`src/rtl/inst_fetch_seq.sv`:
```
// Instruction fetch sequencer: runs a small program memory through FETCH/DECODE/ISSUE and hands each word to the ALU stage.
// Latency: the first ir_valid appears 3 cycles after start; the best case is one instruction every 3 cycles.
// Backpressure: ir and pc are held while ir_valid=1 and ir_ready=0; sequencing stops on HALT_OP or after the last word.
//
// Ports:
//   clk, sys_rst_n                 clock, synchronous active-low reset
//   load_en/load_addr/load_data    program-memory write port (accepted only in IDLE or HALT)
//   start                          begin at pc 0 (ignored while busy)
//   ir/ir_valid/ir_ready           instruction handshake to the downstream ALU stage
//   pc                             address of the current instruction
//   busy/halted                    status (busy = FETCH/DECODE/ISSUE, halted = HALT)
module inst_fetch_seq #(
    parameter int         DEPTH   = 16,
    parameter int         AW      = 4,
    parameter logic [4:0] HALT_OP = 5'b11111
) (
    input  logic          clk,
    input  logic          sys_rst_n,
    input  logic          load_en,
    input  logic [AW-1:0] load_addr,
    input  logic [31:0]   load_data,
    input  logic          start,
    output logic [31:0]   ir,
    output logic          ir_valid,
    input  logic          ir_ready,
    output logic [AW-1:0] pc,
    output logic          busy,
    output logic          halted
);

    typedef enum logic [2:0] {
        S_IDLE,
        S_FETCH,
        S_DECODE,
        S_ISSUE,
        S_HALT
    } state_t;

    state_t        r_state;
    logic [31:0]   r_mem [DEPTH];
    logic [31:0]   r_ir;
    logic          r_ir_valid;
    logic [AW-1:0] r_pc;
    logic          r_busy;
    logic          r_halted;

    logic          w_load_ok;
    logic          w_xfer;
    logic          w_last;

    // Writes are blocked while the program runs and during reset; the array
    // itself has no reset so a program survives sys_rst_n.
    assign w_load_ok = load_en && sys_rst_n && ((r_state == S_IDLE) || (r_state == S_HALT));
    assign w_xfer    = r_ir_valid && ir_ready;
    assign w_last    = (r_pc == AW'(DEPTH - 1));

    always_ff @(posedge clk) begin
        if (w_load_ok) begin
            r_mem[load_addr] <= load_data;
        end
    end

    always_ff @(posedge clk) begin
        if (!sys_rst_n) begin
            r_state    <= S_IDLE;
            r_pc       <= '0;
            r_ir       <= '0;
            r_ir_valid <= 1'b0;
            r_busy     <= 1'b0;
            r_halted   <= 1'b0;
        end else begin
            case (r_state)
                S_IDLE, S_HALT: begin
                    // A load in this same cycle has already committed when FETCH reads.
                    if (start) begin
                        r_pc     <= '0;
                        r_busy   <= 1'b1;
                        r_halted <= 1'b0;
                        r_state  <= S_FETCH;
                    end
                end
                S_FETCH: begin
                    r_ir    <= r_mem[r_pc];
                    r_state <= S_DECODE;
                end
                S_DECODE: begin
                    if (r_ir[31:27] == HALT_OP) begin
                        r_busy   <= 1'b0;
                        r_halted <= 1'b1;
                        r_state  <= S_HALT;
                    end else begin
                        r_ir_valid <= 1'b1;
                        r_state    <= S_ISSUE;
                    end
                end
                S_ISSUE: begin
                    if (w_xfer) begin
                        r_ir_valid <= 1'b0;
                        // The last word ends the run with pc parked on it, no wrap.
                        if (w_last) begin
                            r_busy   <= 1'b0;
                            r_halted <= 1'b1;
                            r_state  <= S_HALT;
                        end else begin
                            r_pc    <= r_pc + 1'b1;
                            r_state <= S_FETCH;
                        end
                    end
                end
                default: begin
                    r_ir_valid <= 1'b0;
                    r_busy     <= 1'b0;
                    r_halted   <= 1'b0;
                    r_state    <= S_IDLE;
                end
            endcase
        end
    end

    assign ir       = r_ir;
    assign ir_valid = r_ir_valid;
    assign pc       = r_pc;
    assign busy     = r_busy;
    assign halted   = r_halted;

endmodule

```
`config.mk`:
```
export PLATFORM = sky130hd
export DESIGN_NAME = inst_fetch_seq
export DESIGN_NICKNAME = d
export VERILOG_FILES = /design/src/rtl/inst_fetch_seq.sv
export SDC_FILE = /design/constraint.sdc
export NUM_CORES = 1
export LEC_CHECK = 0
export ABC_AREA = 1
export CORE_MARGIN = 8
export CORE_UTILIZATION = 60
export DETAILED_ROUTE_END_ITERATION = 10
export PLACE_DENSITY = 0.78
export SLEW_MARGIN = 10
export SYNTH_ARGS = -nofsm -noshare
export SYNTH_HDL_FRONTEND = slang
export SYNTH_SLANG_ARGS = --single-unit
```
`constraint.sdc`:
```
create_clock -name clk -period 7.5 [get_ports clk]
set_input_delay 1.5 -clock clk [delete_from_list [all_inputs] [get_ports clk]]
set_output_delay 1.5 -clock clk [all_outputs]
set_load 0.01 [all_outputs]
```
Yosys cells after proc, flatten, opt, wreduce, memory -nomap -nowiden
Memories as Yosys holds them, arrays and structs flattened. A register that Yosys moved wholly into a read port is not among the register bits.
Index checks and enable logic that the tools add are counted.
W data, S select, Z words.

word-level totals
  register bits after elaboration = 10
  logic and storage cells = 58
  memories kept = 1
  input port bits = 41
  bits in writable memories = 512
  output and inout port bits = 39

memory list
  name   depth  bits a word  read ports  clocked after Yosys merged registers in  write ports  line  RTL
  r_mem  16     32           1           1                                        1            40    logic [31:0] r_mem [DEPTH];

operators by class
  $add $sub $neg = 1
  reduce and logical (&&, ||, !) cells = 13
  bitwise logic cells = 2
  equality and inequality tests = 12
  muxes and demuxes = 24

operator list
  operator               number
  $mux W1                12
  $mux W3                4
  $mux W4                3
  $ne A2 B2 Y1 const B   6
  $pmux W3 S4            1
  $pmux W1 S4            2
  $pmux W4 S2            1
  $eq A3 B2 Y1 const B   2
  $eq A5 B5 Y1 const B   1
  $reduce_and A5 Y1      1
  $add A4 B1 Y4 const B  1
  $eq A4 B4 Y1 const B   1
  $reduce_and A4 Y1      1
  $eq A3 B1 Y1 const B   1
  $eq A3 B3 Y1 const B   1
  $logic_and A1 B1 Y1    3
  $logic_not A3 Y1       1
  $pmux W1 S3            1
  $reduce_and A3 Y1      1
  $reduce_or A3 Y1       1
  $not A1 Y1             2
  $reduce_and A2 Y1      1
  $reduce_bool A2 Y1     1
  $reduce_or A2 Y1       1
  other kinds (2)        2

Depth between registers and ports, before layout
Gate-level depths: netlist of the first run.

  depth in word-level cells = 5
  gate-level depth with buffers = 12
  depth with buffers taken out = 9

Worst setup path after synthesis of the first run
Ideal clock, no wire load.

  path type = in2reg
  start point = input port sys_rst_n
  end point = memory r_mem[10][0] (enable)
  cell stages on the path = 5
  data required time = 7,079 ps
  setup slack = 3,540 ps
  arrival time = 3,539 ps
  buffers on the path = 1
  cells stage by stage = clkbuf_1 > nand2_1 > nor2_1 > nand3_1 > nor2_1

between the ends
  longest elaborated chain between the ends = 4

ends and longest elaborated chain
  element                            line  RTL
  start, declared                    18    input logic sys_rst_n,
  $logic_and A1 B1 Y1 (2 in series)  53    assign w_load_ok = load_en && sys_rst_n && ((r_state == S_IDLE) || (r_state == S_HALT));
  $mux W1                            58    if (w_load_ok) begin
  $mux W1 (implied by the code)      59    r_mem[load_addr] <= load_data;
  end, declared                      40

No other way between the ends.

Worst setup path after layout of the first run
  start point = input port sys_rst_n
  end point = memory r_mem[2][5] (enable)

The elaborated chain is that of the path after synthesis.

==> results.cfg, run 1 <==
[run_status]
outcome = finished, final reports clean

[critical_path]
cp-start-kind = input pin
cpPeakStageDelay_ns = 1.03
critical_path_peak_fanout = 37
cp_cell_sequence = buf_2 > nand2_1 > nor2_1 > nand3_1 > nor2_4
worst_r2r_path_depth = 9
endpoint_kind = flip-flop
crit_path_top_delay_cell = nor2_4
required_ns = 7.71
critPathArrivalTime_ns = 4.08
crit_type = in -> reg

[finish]
final_util = 0.679
mostFrequentLayoutCell = nand2_1
final_area_sq_um = 26200
nets = 2323
ff_latch_area_sq_um = 16200
drive_gt1_frac = 0.0546
finalNonFillerCells = 2845
multi_input_area_sq_um = 5550
nFillCells = 2690
antennaDiodeCount = 0
syn_to_final_growth_pct = 11.6
mostFrequentLayoutCells = nand2_1, edfxtp_1, nand3_1

[clock_tree]
ctsResizeCount = 0
clk_latency_ns = 0.60
cts_tree = done
ctsLongestPathBuffers = 3
h-tree-depth = 2
ctsHoldBuffers = 0
root_buffer = clkbuf_16
clock_sinks = 554
clkSlewWorstSetupHoldPaths_ns = 0.06
postCtsSetupBuffers = 0
cts_buffers = 54

[placed_design]
gp_congestion = 0.759
io_buffers = 79
dp.cells = 2741
dpl-instance-area_sq_um = 24500
dp_hpwl_mm = 28.0

[die]
die_y_um = 214
initial_core_util = 0.608
die-area_sq_um = 45800
ios = 80
die_w_um = 214
core_area_sq_um = 38600
num_rows = 72

[drt]
drt_iter0_drc = 1726
wl_per_cell_um = 18.9
drt-pass1-iter-count = 6
routed_via_density = 5.53
ant_nets = 0
vias = 15700
wl_mm = 53.9
drc = 0

[power]
peakVddDrop_mv = 0.248
p_leak_uw = 0.0107
p_per_area_nw_per_um2 = 306
report.power.total_uw = 8040

[logic_synthesis]
synth_area_sq_um = 23500
ys_ff_latch = 554
synth_fp_nets = 2290
ys_types = 28
ys_warn_count = 0
yosysSeqAreaShare = 0.690
synth_cells = 2248
syn_area_per_cell_sq_um = 10.5

[global_route]
grt_start_max_net_pins = 210
overflow = 0
grt_pass1_wl_mm = 84.8
antenna_found_initial = 1
grt_pass1_vias = 15800
track_usage = 0.231

[run]
max_cap_violations = 0

[timing]
min_period_ns = 3.87
setup_viol = 0
tns_ns = 0
skew_ns = 0.0107
tightest_slew_ns = 1.25
relSlewSlack = 0.167
timing.final.crit_share = 0.516
max_freq_mhz = 258
final_hold_viol_count = 0
rsz0062_at_grt = false
drv_slew = 0

[hold_path]
hold-path-cell-count = 2
hold_path_class = reg -> reg
[path summary, 6_finish.rpt]
kind	from	to	slack, ns
min reg2reg	busy$_SDFFE_PN0P_	busy$_SDFFE_PN0P_	0.46
max reg2reg	pc[1]$_SDFFE_PN0P_	pc[1]$_SDFFE_PN0P_	4.41
min	busy$_SDFFE_PN0P_	busy$_SDFFE_PN0P_	0.46
max	sys_rst_n	r_mem[2][5]$_DFFE_PP_	3.63
[power breakdown]
| part | switching, uW | internal (uW) | leakage (uW) |
|---|---|---|---|
| clock | 1150 | 1510 | 0.000846 |
| sequential | 150 | 3510 | 0.00496 |
| combinational | 1120 | 605 | 0.00491 |
[sequential cells by signal (all words and copies together) (netlist names)]
register / count
ir_valid: 1
busy: 1
r_state: 3
r_mem: 512
pc: 4
halted: 1
ir: 32
[final cells by class]
| cell class | count | share of cell area |
|---|---|---|
| flip-flops and latches | 554 | 0.618 |
| multi-input cells | 1274 | 0.211 |
| clock buffers | 73 | 0.0572 |
| inverters | 303 | 0.0436 |
| repair buffers | 94 | 0.0357 |
| well taps | 518 | 0.0247 |
| clock inverters | 29 | 0.00915 |
[through the flow]
stage               worst slack [ns]  hold slack (ns)
finish                          3.63            0.458
global route                    3.44            0.500
CTS                             3.59            0.460
detailed placement              3.00            0.452
global placement                3.09            0.453
floorplan                       3.54            0.480
[metal layers]
| layer | vias up | global-route usage | wire length [um] |
|---|---|---|---|
| met5 | - | 0 | 13 |
| met4 | 2 | 0.0803 | 1330 |
| met3 | 106 | 0.0474 | 4710 |
| met2 | 707 | 0.387 | 26000 |
| met1 | 7532 | 0.298 | 21900 |
| li1 | 7398 | - | - |
[cells in the mapped netlist (all sizes together)]
cell | count | area share
a21oi | 9 | 0.0024
a31oi | 1 | 0.00027
buf | 100 | 0.028
clkbuf | 17 | 0.0027
dfxtp | 42 | 0.036
edfxtp | 512 | 0.65
ha | 1 | 0.00053
inv | 303 | 0.048
nand2 | 831 | 0.13
nand3 | 359 | 0.076
nand4 | 2 | 0.00053
nor2 | 33 | 0.0056
nor3 | 1 | 0.00043
nor3b | 1 | 0.00032
o21a | 32 | 0.010
o21ai | 3 | 0.00080
xor2 | 1 | 0.00037
[cells by family (layout without fill, tap and decap cells)]
logic type | Yosys count | count (layout) | share of synthesized area
buffers and inverters | 420 | 499 | 0.0796
XOR/XNOR | 1 | 1 | 0.000373
flip-flops | 554 | 554 | 0.690
adder cells (fa/ha/maj) | 1 | 1 | 0.000532
AO/OA/AOI/OAI | 45 | 45 | 0.0137
AND/OR/NAND/NOR | 1227 | 1227 | 0.216
[critical path: cells and delay by family]
family | cells | cell delay (ns)
and+or+nand+nor | 4 | 1.80
buffers and inverters | 1 | 0.76
Note: power is estimated with default switching activity, not from simulation.
==> run 2, diff against run 1 <==
CORE_UTILIZATION = 55   (was 60)
PLACE_DENSITY = 0.76   (was 0.78)
clock period = 3.1 ns   (was 7.5 ns; I/O delays follow)
==> run 2 against run 1 <==
Compared with the run above:
- sequential cell count did not move
- first-iteration DRC count grew 13%
- total power grew 150%
- global-route usage fell by 0.33 points
- highest routed layer unchanged
==> results.cfg, run 2 (synthesis results as in run 1) <==
[run_status]
outcome = finished, final reports clean

[timing]
min_period_ns = 2.75
skew_ns = 0.0209
timing.final.crit_share = 0.887
setup_viol = 0
tightest_slew_ns = 1.04
tns_ns = 0
final_hold_viol_count = 0
relSlewSlack = 0.304
drv_slew = 0
max_freq_mhz = 364
whs_ns = 0.488
rsz0062_at_grt = false

[placed_design]
dp.cells = 2805
gp_congestion = 0.867
dp_hpwl_mm = 34.3
io_buffers = 79

[global_route]
grt_pass1_wl_mm = 87.9
grt_start_max_net_pins = 144
grt_pass1_vias = 15600
overflow = 0
antenna_found_initial = 1
track_usage = 0.228

[clock_tree]
ctsResizeCount = 0
clock_sinks = 554
postCtsSetupBuffers = 0
clkSlewWorstSetupHoldPaths_ns = 0.06
ctsHoldBuffers = 0
cts_buffers = 54
root_buffer = clkbuf_16
cts_tree = done
clk_latency_ns = 0.60
ctsLongestPathBuffers = 3
h-tree-depth = 2

[die]
core_area_sq_um = 42000
die_w_um = 223
ios = 80
die_y_um = 223
num_rows = 75
initial_core_util = 0.559
die-area_sq_um = 49600

[power]
p_leak_uw = 0.0110
peakVddDrop_mv = 0.558
p_per_area_nw_per_um2 = 747
report.power.total_uw = 19900

[finish]
top_register = r_mem
largest_register_ffs = 512
nFillCells = 3097
final_util = 0.635
syn_to_final_growth_pct = 13.6
mostFrequentLayoutCell = nand2_1
nets = 2364
finalNonFillerCells = 2908
drive_gt1_frac = 0.0710
mostFrequentLayoutCells = nand2_1, edfxtp_1, nand3_1

[drt]
drc = 0
wl_per_cell_um = 19.7
drt_iter0_drc = 1950
wl_mm = 57.2
drt-pass1-iter-count = 6
ant_nets = 0
routed_via_density = 5.53
vias = 16100

[critical_path]
critical_path_peak_fanout = 131
required_ns = 2.48
critPathArrivalTime_ns = 2.13
cp-start-kind = flip-flop
endpoint_kind = output pin
crit_type = reg -> out

[run]
max_cap_violations = 0

[hold_path]
hold_path_class = reg -> reg
==> run 2: cell count changes in the layout (fill, tap and decap cells not counted), moves of 2 or more <==
cell        before  now
clkbuf_1        11   13
diode_2          0    2
buf_4           12   46
buf_12           3   10
clkinvlp_4       4    1
clkinv_1        10    7
clkinv_2         8   11
==> run 2: cell type report <==
type                            count  area, sq um  area share
Clock inverter                     24          218     0.00815
Tap cell                          539          674      0.0253
Multi-Input combinational cell   1274         5550       0.208
Timing Repair Buffer              135         1330      0.0499
Sequential cell                   554        16200       0.608
Antenna cell                        2         5.00    0.000187
Inverter                          303         1140      0.0429
Clock buffer                       77         1550      0.0580
==> run 2: worst paths after layout <==
kind,startpoint,endpoint,slack (ns),cells after the start
worst max-delay path,pc[1]$_SDFFE_PN0P_,pc[1],0.35,2
worst min-delay path,halted$_SDFFE_PN0P_,halted$_SDFFE_PN0P_,0.49,2
worst max register to register,r_state[1]$_SDFFE_PN0P_,r_mem[11][7]$_DFFE_PP_,0.74,6
worst min register to register,halted$_SDFFE_PN0P_,halted$_SDFFE_PN0P_,0.49,2
==> run 2: layer usage <==
layer  global-route usage  wire [um]  vias to the layer above
met5                    0         11                        -
met4               0.0769       1590                        2
met3               0.0530       6940                      122
met2                0.346      25400                      945
met1                0.321      23300                     7538
li1                     -          -                     7485
==> run 2: where the power goes <==
| part | switching (uW) | total [uW] | internal (uW) |
|---|---|---|---|
| registers | 202 | 8690 | 8490 |
| logic | 3160 | 4760 | 1610 |
| clock network | 2680 | 6470 | 3800 |
==> run 2: critical path, cell delays in order, from the launching register on <==
cell	delay (ns)
dfxtp_4	0.37
buf_12	0.50
clkdlybuf4s50_1	0.66
==> run 2: metrics by stage <==
stage / setup WS [ns] / cell area, sq um
2_1_floorplan: 0.0203 / 23500
3_3_place_gp: 0.364 / 24900
3_5_place_dp: 0.338 / 24900
4_1_cts: 0.316 / 26700
5_1_grt: 0.282 / 26700
6_report: 0.349 / 26700
